## config.mk

```make
export PLATFORM = sky130hd
export DESIGN_NAME = qpsk_frame_ser
export DESIGN_NICKNAME = d
export VERILOG_FILES = /design/src/rtl/qpsk_frame_ser.sv
export SDC_FILE = /design/constraint.sdc
export NUM_CORES = 1
export LEC_CHECK = 0
export BUFFER_PORTS_ARGS = -buffer_cell sky130_fd_sc_hd__buf_2
export CAP_MARGIN = 10
export CORE_ASPECT_RATIO = 0.6
export CORE_MARGIN = 2
export CORE_UTILIZATION = 56
export DETAILED_ROUTE_END_ITERATION = 10
export PLACE_DENSITY = 0.86
export SLEW_MARGIN = 30
export SYNTH_ARGS = -nofsm -noshare
export SYNTH_HDL_FRONTEND = slang
export SYNTH_SLANG_ARGS = --single-unit
```

## constraint.sdc

```tcl
create_clock -name sys_clk -period 2 [get_ports sys_clk]
set_input_delay 0.1 -clock sys_clk [delete_from_list [all_inputs] [get_ports sys_clk]]
set_output_delay 0.1 -clock sys_clk [all_outputs]
set_load 0.01 [all_outputs]
```

## src/rtl/qpsk_frame_ser.sv

```systemverilog
// QPSK frame serializer: sends a latched 40-bit frame as 20 (I,Q) symbols of SYM_DIV cycles each, then GAP_SYM idle symbols.
// Symbol 0 appears one cycle after start_i is sampled in IDLE; requests arriving while busy are dropped, not held.
module qpsk_frame_ser #(
    parameter int SYM_DIV = 50,
    parameter int GAP_SYM = 4
) (
    input  logic        sys_clk,
    input  logic        sys_rst,
    input  logic [39:0] para_i,
    input  logic        start_i,
    output logic        i_o,
    output logic        q_o,
    output logic        sym_en_o,
    output logic        busy_o,
    output logic        frame_done_o
);

    localparam int GAP_LEN = GAP_SYM * SYM_DIV;
    localparam int CW      = (SYM_DIV > 2) ? $clog2(SYM_DIV) : 1;
    localparam int GW      = (GAP_LEN > 1) ? $clog2(GAP_LEN + 1) : 1;
    localparam logic [CW-1:0] CNT_LAST = CW'(SYM_DIV - 1);
    localparam logic [GW-1:0] GAP_LAST = GW'(GAP_LEN - 1);
    localparam logic          HAS_GAP  = (GAP_SYM != 0);

    typedef enum logic [1:0] {
        IDLE = 2'd0,
        SEND = 2'd1,
        GAP  = 2'd2
    } state_t;

    state_t        state, state_nx;
    logic [CW-1:0] cnt, cnt_nx;
    logic [4:0]    sidx, sidx_nx;
    logic [GW-1:0] gcnt, gcnt_nx;
    logic [39:0]   sreg, sreg_nx;
    logic          i_nx, q_nx, sym_en_nx, busy_nx, done_nx;

    always_comb begin
        state_nx  = state;
        cnt_nx    = cnt;
        sidx_nx   = sidx;
        gcnt_nx   = gcnt;
        sreg_nx   = sreg;
        i_nx      = i_o;
        q_nx      = q_o;
        sym_en_nx = 1'b0;
        busy_nx   = busy_o;
        done_nx   = 1'b0;
        case (state)
            IDLE: begin
                i_nx    = 1'b0;
                q_nx    = 1'b0;
                busy_nx = 1'b0;
                if (start_i) begin
                    // Symbol 0 is taken straight from para_i so it is on air in the first SEND cycle.
                    sreg_nx   = para_i;
                    i_nx      = para_i[39];
                    q_nx      = para_i[38];
                    sym_en_nx = 1'b1;
                    busy_nx   = 1'b1;
                    cnt_nx    = '0;
                    sidx_nx   = '0;
                    state_nx  = SEND;
                end
            end
            SEND: begin
                if (cnt == CNT_LAST) begin
                    cnt_nx = '0;
                    if (sidx == 5'd19) begin
                        i_nx    = 1'b0;
                        q_nx    = 1'b0;
                        done_nx = 1'b1;
                        gcnt_nx = '0;
                        if (HAS_GAP) begin
                            state_nx = GAP;
                        end else begin
                            busy_nx  = 1'b0;
                            state_nx = IDLE;
                        end
                    end else begin
                        sreg_nx   = {sreg[37:0], 2'b00};
                        i_nx      = sreg[37];
                        q_nx      = sreg[36];
                        sym_en_nx = 1'b1;
                        sidx_nx   = sidx + 5'd1;
                    end
                end else begin
                    cnt_nx = cnt + CW'(1);
                end
            end
            GAP: begin
                if (gcnt == GAP_LAST) begin
                    gcnt_nx  = '0;
                    busy_nx  = 1'b0;
                    state_nx = IDLE;
                end else begin
                    gcnt_nx = gcnt + GW'(1);
                end
            end
            default: begin
                state_nx = IDLE;
            end
        endcase
    end

    always_ff @(posedge sys_clk) begin
        if (sys_rst) begin
            state        <= IDLE;
            cnt          <= '0;
            sidx         <= '0;
            gcnt         <= '0;
            sreg         <= '0;
            i_o          <= 1'b0;
            q_o          <= 1'b0;
            sym_en_o     <= 1'b0;
            busy_o       <= 1'b0;
            frame_done_o <= 1'b0;
        end else begin
            state        <= state_nx;
            cnt          <= cnt_nx;
            sidx         <= sidx_nx;
            gcnt         <= gcnt_nx;
            sreg         <= sreg_nx;
            i_o          <= i_nx;
            q_o          <= q_nx;
            sym_en_o     <= sym_en_nx;
            busy_o       <= busy_nx;
            frame_done_o <= done_nx;
        end
    end

endmodule

```

==> results of run 1 <==
## final timing paths
check | startpoint | to | slack [ns] | cells after the start
max | sidx[0] | sreg[36] | 0.09 | 7
min | para_i[19] | sreg[19] | 0.09 | 3
max reg2reg | sidx[0] | sreg[36] | 0.09 | 7
min reg2reg | i_o | i_o | 0.48 | 2
## critical path: cells and delay by family (launching register included)
kind	cells	cell delay, ns
flip-flops	1	0.34
buffers and inverters	2	0.37
AO/OA/AOI/OAI	2	0.51
AND/OR/NAND/NOR	2	0.35
adder cells (fa/ha/maj)	1	0.25
## per-layer routing
| layer | GRT usage | vias up | share of wire | wire [um] |
|---|---|---|---|---|
| li1 | - | 1282 | - | - |
| met1 | 0.280 | 1171 | 0.48 | 3130 |
| met2 | 0.360 | 55 | 0.45 | 2920 |
| met3 | 0.0727 | 11 | 0.058 | 375 |
| met4 | 0.0861 | 0 | 0.013 | 83 |
| met5 | 0 | - | 0 | 0 |
## state kept, by name, summed over array words and instances, names as in the netlist
| signal | count |
|---|---|
| cnt | 6 |
| i_o | 1 |
| sym_en_o | 1 |
| frame_done_o | 1 |
| sidx | 5 |
| sreg | 38 |
| state | 2 |
| q_o | 1 |
| gcnt | 8 |
| busy_o | 1 |
## cell usage in the layout (no fill, tap or decap), types with 4 or more instances in the layout
master    count
a211oi_1     18
a211oi_2     18
a21o_1        4
a21oi_1      14
a31oi_1       4
buf_2        47
buf_4         8
clkbuf_8     12
dfxtp_1      62
ha_1          4
inv_1         6
mux2i_1      38
nand2_1      12
nand3_1       9
nor2_1       44
nor3_1        9
o21ai_0       9
## what timing repair did
item,CTS,global route
hold endpoints to repair,2,0
endpoints found under the setup margin,0,32
gates resized for setup,0,4
hold buffers,2,0
setup buffers,0,1
## cell families after synthesis
family / count (synthesis) / synth area share
xor+xnor: 2 / 0.00563
buf+inv: 31 / 0.0604
compound gates: 83 / 0.218
simple gates: 100 / 0.165
flops: 64 / 0.412
mux: 38 / 0.122
fa+ha+maj: 4 / 0.0161
## where the power goes
part | internal [mW] | switching, mW | total, mW
Clock | 0.806 | 0.479 | 1.28
Combinational | 0.179 | 0.195 | 0.374
Sequential | 1.35 | 0.0435 | 1.39
## through the flow
step                TNS, ns  hold slack, ns  setup WS, ns
floorplan                 0           0.233         0.180
global placement          0           0.319         0.170
detailed placement        0           0.322        0.0533
CTS                       0          0.0845        0.0397
global route         -0.251          0.0989       -0.0374
finish                    0          0.0906        0.0862
## area by class of cell
cell class / instances / area, um^2
multi-input cells: 227 / 1650
fillers: 418 / 1550
well taps: 66 / 82.6
clock buffers: 14 / 173
flip-flops and latches: 64 / 1280
inverters: 6 / 22.5
repair buffers: 61 / 387
clock inverters: 2 / 60.1
==> results.md, run 1 <==
- Final period utilization: 0.957
- Final Hold Vio Count: 0
- Detailed router's first-iteration violation count: 91
- GR Util All Layers: 0.221
- Drt total wl: 6510 um
- Max Freq: 523 MHz
- Synthesized area: 3110 um^2
- Synth top area cells: dfxtp_1 41%, mux2i_1 12%, a211oi_2 6.8%, nor2_1 5.3%, a211oi_1 4.6%
- Cell count after placement: 421
- Share of the synthesized area in the top cell type: 0.412
- I/O Buffers: 47
- DR DRC count: 0
- Share of cells above drive strength 1: 0.267
- Post-synthesis register bit count: 64
- Total CTS buffers: 9
- Seq/Total Area, Yosys: 0.412
- Largest net degree at the start of global routing: 41
- Initial antenna violation count: 0
- Pins Over Slew Limit: 0
- Global placement routability congestion: 0.856
- Clock transition at path regs: 0.07 ns
- Leak pwr: 1.46 nW
- Die area: 6180 um^2
- Main flop type after synthesis: dfxtp_1
- Grt total ovfl: 0
- Vias per cell: 5.73
- Synth-to-Final Area Change: 17.5%
- Power per cell area: 835 nW/um^2
- Post-DP HPWL: 4430 um
- Post-DP Area: 3380 um^2
- CTS tree: yes
- Via count: 2519
- Max FO, Critical Path: 24
- Max clock buf depth: 2
- Cell variety after synth: 48
- Finished Layout Cells: 440
- First-pass GRT wire length: 10500 um
- Most common cell in the netlist: dfxtp_1
- CTS Sinks: 64
- Wire per inst: 14.8 um
- Cell taking the most area after synthesis: dfxtp_1
- Chip Height: 61.7 um
- Arr. time, crit path: 2.17 ns
- Chip width: 100 um
- Clock skew: 0.00612 ns
- Post-Syn Nets: 369
- Type of origin of the critical path: flop
- Syn Area/Cell: 9.66 um^2
- Final Power: 3.05 mW
- Critical path data required time: 2.26 ns
- Final nets: 416
- Utilization after layout: 0.702
- Max-cap violations: 0
- CP endpoint kind: flop
- Syn. warnings: 0
- Hold Path Class: in2reg
- WS Path Type: reg2reg
- Slowest cell delay on critical path: 0.34 ns
- Core Area: 5200 um^2
- CP max-delay cell: dfxtp_1
- Final instance area: 3650 um^2
- Antenna Nets Post-Route: 0
- Root buf cell: clkbuf_8
- Max-Slew Margin vs Limit: 0.489
- Post-synth EDFFs: 0
- Vias in the first global route: 2331
- # rows: 20
- Asr flop ratio synth: 0
- Post-synth top cells: 64 x dfxtp_1, 44 x nor2_1, 38 x mux2i_1, 19 x a211oi_1, 17 x a211oi_2
- Status: complete, no violations
- Final setup violation count: 0
- # IOs: 48
- First drt pass iteration count: 4
- Maximum vdd ir drop: 0.000459 V
- Worst-Margin Slew: 0.755 ns
- Gate Count Post-Synth: 322
- Final min period: 1.91 ns
- Crit path cell chain: ha_1 > and4bb_2 > o41ai_4 > buf_6 > buf_12 > nor2_1 > a211oi_2
- Clock latency at the later pin of the worst-skew pair: 0.34 ns
- Initial core utilization: 0.597
- Ant diodes: 0
- Unrepaired setup endpoints after global routing: yes
- H-Tree Depth: 3
No activity file was read; power rests on OpenSTA's default activity.
==> run 2: changes to the inputs <==
--- a/config.mk
+++ b/config.mk
@@ -12,6 +12,7 @@
 export CORE_UTILIZATION = 56
 export DETAILED_ROUTE_END_ITERATION = 10
 export PLACE_DENSITY = 0.86
+export SKIP_LAST_GASP = 1
 export SLEW_MARGIN = 30
 export SYNTH_ARGS = -nofsm -noshare
 export SYNTH_HDL_FRONTEND = slang
==> constraint.sdc (replaced) <==
create_clock -name sys_clk -period 1.9 [get_ports sys_clk]
set_input_delay 0.095 -clock sys_clk [delete_from_list [all_inputs] [get_ports sys_clk]]
set_output_delay 0.095 -clock sys_clk [all_outputs]
set_load 0.01 [all_outputs]
==> results.md, run 2 (synthesis results as in run 1) <==
- Status: finished with violations (was complete, no violations)
- Violated checks: negative setup slack
- Chip Height: 61.7 um (unchanged)
- Die area: 6180 um^2 (unchanged)
- Setup Slack @ Placement: -0.0188 ns (was 0.0533 ns)
- DR DRC count: 0 (unchanged)
- Leak pwr: 1.61 nW (was 1.46 nW)
- Vias in the first global route: 2357 (was 2331)
- Max-cap violations: 0 (unchanged)
- Initial core utilization: 0.597 (unchanged)
- Largest register FFs: 38 (unchanged)
- Total CTS buffers: 9 (unchanged)
- First drt pass iteration count: 5 (was 4)
- Pins Over Slew Limit: 0 (unchanged)
- Reg2reg start: sidx[0] (unchanged)
- Post-DP HPWL: 4370 um (was 4430 um)
- Vias per cell: 5.97 (was 5.73)
- Maximum vdd ir drop: 0.000443 V (was 0.000459 V)
- Clock latency at the later pin of the worst-skew pair: 0.35 ns (was 0.34 ns)
- Hold depth: 2 (was 3)
- Final min period: 2.02 ns (was 1.91 ns)
- Global placement routability congestion: 0.858 (was 0.856)
- Unrepaired setup endpoints after global routing: yes (unchanged)
- CP endpoint kind: flop (unchanged)
- Max FO, Critical Path: 5 (was 24)
- Hold Path End: sreg[0] (was sreg[19])
- Via count: 2732 (was 2519)
- Initial antenna violation count: 0 (unchanged)
- Fillers: 335 (was 418)
- Max clock buf depth: 2 (unchanged)
- Final setup margin: -0.120 ns (was 0.0862 ns)
- Power per cell area: 799 nW/um^2 (was 835 nW/um^2)
- Clock skew: 0.0111 ns (was 0.00612 ns)
- Most frequent cells in the layout: 62 x dfxtp_1, 47 x buf_2, 44 x nor2_1 (unchanged)
- Largest net degree at the start of global routing: 52 (was 41)
- Clock transition at path regs: 0.08 ns (was 0.07 ns)
- Utilization after layout: 0.767 (was 0.702)
- Storage element area: 1290 um^2 (was 1280 um^2)
- Max Freq: 495 MHz (was 523 MHz)
- Grt total ovfl: 0 (unchanged)
- Final setup violation count: 10 (was 0)
- Final period utilization: 1.06 (was 0.957)
- RR Endpoint: sreg[18] (was sreg[36])
- Hold Path Origin: para_i[0] (was para_i[19])
- Arr. time, crit path: 2.25 ns (was 2.17 ns)
- CTS tree: yes (unchanged)
- Detailed router's first-iteration violation count: 179 (was 91)
- Root buf cell: clkbuf_8 (unchanged)
- Antenna Nets Post-Route: 0 (unchanged)
- Hold Path Class: in2reg (unchanged)
- Final Hold Vio Count: 0 (unchanged)
- Wire per inst: 17.4 um (was 14.8 um)
- Worst-Margin Slew: 0.655 ns (was 0.755 ns)
- Final nets: 434 (was 416)
- WS Path Type: reg2reg (unchanged)
- Ant diodes: 0 (unchanged)
- Largest regs: sreg (38), gcnt (8), cnt (6) (unchanged)
- Synth-to-Final Area Change: 28.3% (was 17.5%)
- First-pass GRT wire length: 10800 um (was 10500 um)
- Multi-input gate area: 1700 um^2 (was 1650 um^2)
- H-Tree Depth: 3 (unchanged)
- Most flops, register: sreg (unchanged)
- Share of cells above drive strength 1: 0.332 (was 0.267)
- Setup slack, reg-to-reg: -0.12 ns (was 0.09 ns)
- Worst Reg-to-Reg Cells: 7 (unchanged)
- Chip width: 100 um (unchanged)
- Core Area: 5200 um^2 (unchanged)
- CTS Sinks: 64 (unchanged)
- I/O Buffers: 47 (unchanged)
- Critical path data required time: 2.13 ns (was 2.26 ns)
- # IOs: 48 (unchanged)
- Drt total wl: 7960 um (was 6510 um)
- Type of origin of the critical path: flop (unchanged)
- Commonest non-fill, non-tap cell in the layout: dfxtp_1 (unchanged)
- Max-Slew Margin vs Limit: 0.557 (was 0.489)
- GR Util All Layers: 0.227 (was 0.221)
- # rows: 20 (unchanged)
## run 2: how the worst max path moves through the flow
stage | depth (start not counted) | from | slack (ns) | to
finish | 7 | sidx[0] | -0.12 | sreg[18]
global route | 7 | sidx[1] | -0.14 | sreg[18]
CTS | 8 | cnt[1] | 0.005 | sreg[22]
detailed placement | 7 | sidx[0] | -0.02 | sidx[3]
global placement | 7 | sidx[0] | 0.05 | sidx[3]
floorplan | 6 | sidx[0] | 0.08 | sreg[27]
## run 2: where the power goes
group	leakage (nW)	total (mW)	switching (mW)	internal [mW]
combinational	0.978	0.523	0.259	0.265
clock	0.101	1.21	0.534	0.672
sequential	0.526	1.46	0.0446	1.42
## run 2: cell type report
| type | instances | area share |
|---|---|---|
| clock buffer | 11 | 0.0379 |
| clock inverter | 5 | 0.0138 |
| sequential | 64 | 0.322 |
| multi-input combinational | 227 | 0.425 |
| timing repair buffer | 79 | 0.175 |
| tap | 66 | 0.0207 |
| inverter | 6 | 0.00564 |
## run 2: timing repair
item | in CTS | in global routing
hold endpoints to repair | 1 | 0
pin swaps | 1 | 23
endpoints found under the setup margin | 6 | 42
hold buffers | 1 | 0
cloned | 1 | 8
resized for setup | 2 | 16
setup buffers | 2 | 5
## run 2: worst max-delay path, stage by stage (launching register included)
cell and delay, ns:
dfxtp_4 0.36, ha_4 0.17, and4bb_2 0.27, o41ai_4 0.41, buf_6 0.21, clkbuf_16 0.15, nor2_1 0.05, a211oi_1 0.28
## run 2: metal layers
metal / track usage / share of wire
met4: 0.0783 / 0.024
met5: 0 / 0
met3: 0.0794 / 0.067
met1: 0.302 / 0.43
met2: 0.353 / 0.48
## run 2: stage by stage
stage               instance area [um^2]  hold WS, ns  total power, mW  instances  TNS, ns
finish                              3990      0.00997             3.19        458   -0.225
global route                        3990      0.00649             3.31        458    -1.70
CTS                                 3690      0.00694             3.08        445        0
detailed placement                  3430        0.325             1.89        425  -0.0196
global placement                    3430        0.315             1.88        425        0
floorplan                           3110        0.228             1.78        322        0
==> run 3: changes to the inputs <==
==> constraint.sdc (replaced) <==
create_clock -name sys_clk -period 2.1 [get_ports sys_clk]
set_input_delay 0.105 -clock sys_clk [delete_from_list [all_inputs] [get_ports sys_clk]]
set_output_delay 0.105 -clock sys_clk [all_outputs]
set_load 0.01 [all_outputs]
==> results.md, run 3 (synthesis results as in run 1) <==
- Final Hold Vio Count: 0 (unchanged)
- Ant diodes: 0 (unchanged)
- Initial core utilization: 0.597 (unchanged)
- CP endpoint kind: flop (unchanged)
- Vias in the first global route: 2296 (was 2357)
- CTS Sinks: 64 (unchanged)
- Initial antenna violation count: 0 (unchanged)
- GR Util All Layers: 0.221 (was 0.227)
- Status: complete, no violations (was finished with violations)
- Largest net degree at the start of global routing: 53 (was 52)
- Arr. time, crit path: 2.25 ns (about the same)
- Type of origin of the critical path: flop (unchanged)
- H-Tree Depth: 3 (unchanged)
- Post-DP HPWL: 4300 um (was 4370 um)
- Max-cap violations: 0 (unchanged)
- Hold Path Class: in2reg (unchanged)
- Via count: 2521 (was 2732)
- Setup slack, reg-to-reg: 0.09 ns (was -0.12 ns)
- Final period utilization: 0.959 (was 1.06)
- CTS tree: yes (unchanged)
- Grt total ovfl: 0 (unchanged)
- Worst Reg-to-Reg Cells: 7 (unchanged)
- Wire per inst: 14.6 um (was 17.4 um)
- Synth-to-Final Area Change: 14.3% (was 28.3%)
- Max clock buf depth: 2 (unchanged)
- Antenna Nets Post-Route: 0 (unchanged)
- Vias per cell: 5.74 (was 5.97)
- First-pass GRT wire length: 10300 um (was 10800 um)
- Critical path data required time: 2.34 ns (was 2.13 ns)
- Detailed router's first-iteration violation count: 81 (was 179)
- Unrepaired setup endpoints after global routing: no (was yes)
- Max FO, Critical Path: 42 (was 5)
- Worst setup endpoint: sreg[1] (was sreg[18])
- Largest register FFs: 38 (unchanged)
- Die area: 6180 um^2 (unchanged)
- Most flops, register: sreg (unchanged)
- Maximum vdd ir drop: 0.000357 V (was 0.000443 V)
- Reg2reg start: sidx[0] (unchanged)
- DR DRC count: 0 (unchanged)
- Commonest non-fill, non-tap cell in the layout: dfxtp_1 (unchanged)
- WS Path Type: reg2reg (unchanged)
- Leak pwr: 1.42 nW (was 1.61 nW)
- Clock latency at the later pin of the worst-skew pair: 0.34 ns (was 0.35 ns)
- Root buf cell: clkbuf_8 (unchanged)
- Clock skew: 0.00741 ns (was 0.0111 ns)
- Max-Slew Margin vs Limit: 0.503 (was 0.557)
- Share of cells above drive strength 1: 0.252 (was 0.332)
- # rows: 20 (unchanged)
- Final setup TNS: 0 ns (was -0.225 ns)
- Core Area: 5200 um^2 (unchanged)
- Final Power: 2.58 mW (was 3.19 mW)
- Chip width: 100 um (unchanged)
- Final setup violation count: 0 (was 10)
- Max Freq: 496 MHz (was 495 MHz)
- Drt total wl: 6430 um (was 7960 um)
- Critical path startpoint: sidx[0] (unchanged)
- RR Endpoint: sreg[1] (was sreg[18])
- Final nets: 415 (was 434)
- Final min period: 2.01 ns (was 2.02 ns)
- Worst-Margin Slew: 0.735 ns (was 0.655 ns)
- Power per cell area: 725 nW/um^2 (was 799 nW/um^2)
- Largest regs: sreg (38), gcnt (8), cnt (6) (unchanged)
- I/O Buffers: 47 (unchanged)
- # IOs: 48 (unchanged)
- Clock transition at path regs: 0.06 ns (was 0.08 ns)
- Total CTS buffers: 9 (unchanged)
- First drt pass iteration count: 4 (was 5)
- Most frequent cells in the layout: 63 x dfxtp_1, 47 x buf_2, 44 x nor2_1 (was 62 x dfxtp_1, 47 x buf_2, 44 x nor2_1)
- Global placement routability congestion: 0.779 (was 0.858)
- Pins Over Slew Limit: 0 (unchanged)
- Chip Height: 61.7 um (unchanged)
[run 3: cell types whose count changed in the layout (fill, tap and decap cells not counted), moves of 2 or more]
cell,previous run,this run
a211oi_2,22,17
a211oi_1,14,19
buf_12,6,1
buf_6,5,0
buf_4,13,8
clkbuf_16,6,0
dlygate4sd3_1,1,3
clkbuf_1,0,3
[run 3: where the power goes]
| group | switching (mW) | internal, mW | total, mW | leakage, nW |
|---|---|---|---|---|
| logic | 0.189 | 0.162 | 0.352 | 0.813 |
| registers | 0.0389 | 1.28 | 1.32 | 0.525 |
| clock network | 0.446 | 0.457 | 0.903 | 0.0834 |
[run 3: layer usage]
metal / vias up / GRT usage / wire (um)
li1: 1285 / - / -
met1: 1158 / 0.276 / 3150
met4: 0 / 0.0861 / 66
met3: 7 / 0.0906 / 367
met2: 71 / 0.351 / 2840
met5: - / 0 / 0
[run 3: area by class of cell]
type	count	area, um^2
Clock buffer	13	149
Tap cell	66	82.6
Fill cell	432	1650
Timing Repair Buffer	60	360
Clock inverter	3	17.5
Multi-Input combinational cell	227	1640
Sequential cell	64	1280
Inverter	6	22.5
[run 3: stage by stage]
stage | cells | setup slack (ns) | cell area [um^2] | hold slack, ns | util
final | 439 | 0.0852 | 3550 | 0.0974 | 0.683
after global placement | 419 | 0.150 | 3340 | 0.324 | 0.642
after global routing | 439 | 0.00246 | 3550 | 0.0959 | 0.683
after CTS | 438 | 0.0782 | 3540 | 0.0880 | 0.681
after floorplan | 322 | 0.280 | 3110 | 0.238 | -
after detailed placement | 419 | 0.0365 | 3340 | 0.333 | 0.642
[run 3: worst min-delay path by stage]
stage	cells after the start	slack, ns	from	endpoint
after floorplan	1	0.24	para_i[0]	sreg[0]
after global placement	2	0.32	para_i[0]	sreg[0]
after detailed placement	2	0.33	para_i[1]	sreg[1]
after CTS	3	0.09	para_i[7]	sreg[7]
after global routing	3	0.1	para_i[26]	sreg[26]
final	3	0.1	para_i[25]	sreg[25]
[run 3: what timing repair did]
item                       4_1_cts  5_1_grt
hold endpoints to repair         3        0
hold buffers                     3        0
setup endpoints to repair        2        9
gates resized for setup          1        1
pin swaps                        0        1
buffers inserted                 0        1
[run 3: critical path: stages (launching register included)]
cell and delay (ns):
dfxtp_1 0.34, ha_1 0.25, and4bb_1 0.28, o41ai_4 0.29, buf_4 0.19, buf_12 0.21, nor2_1 0.11, a22o_1 0.22
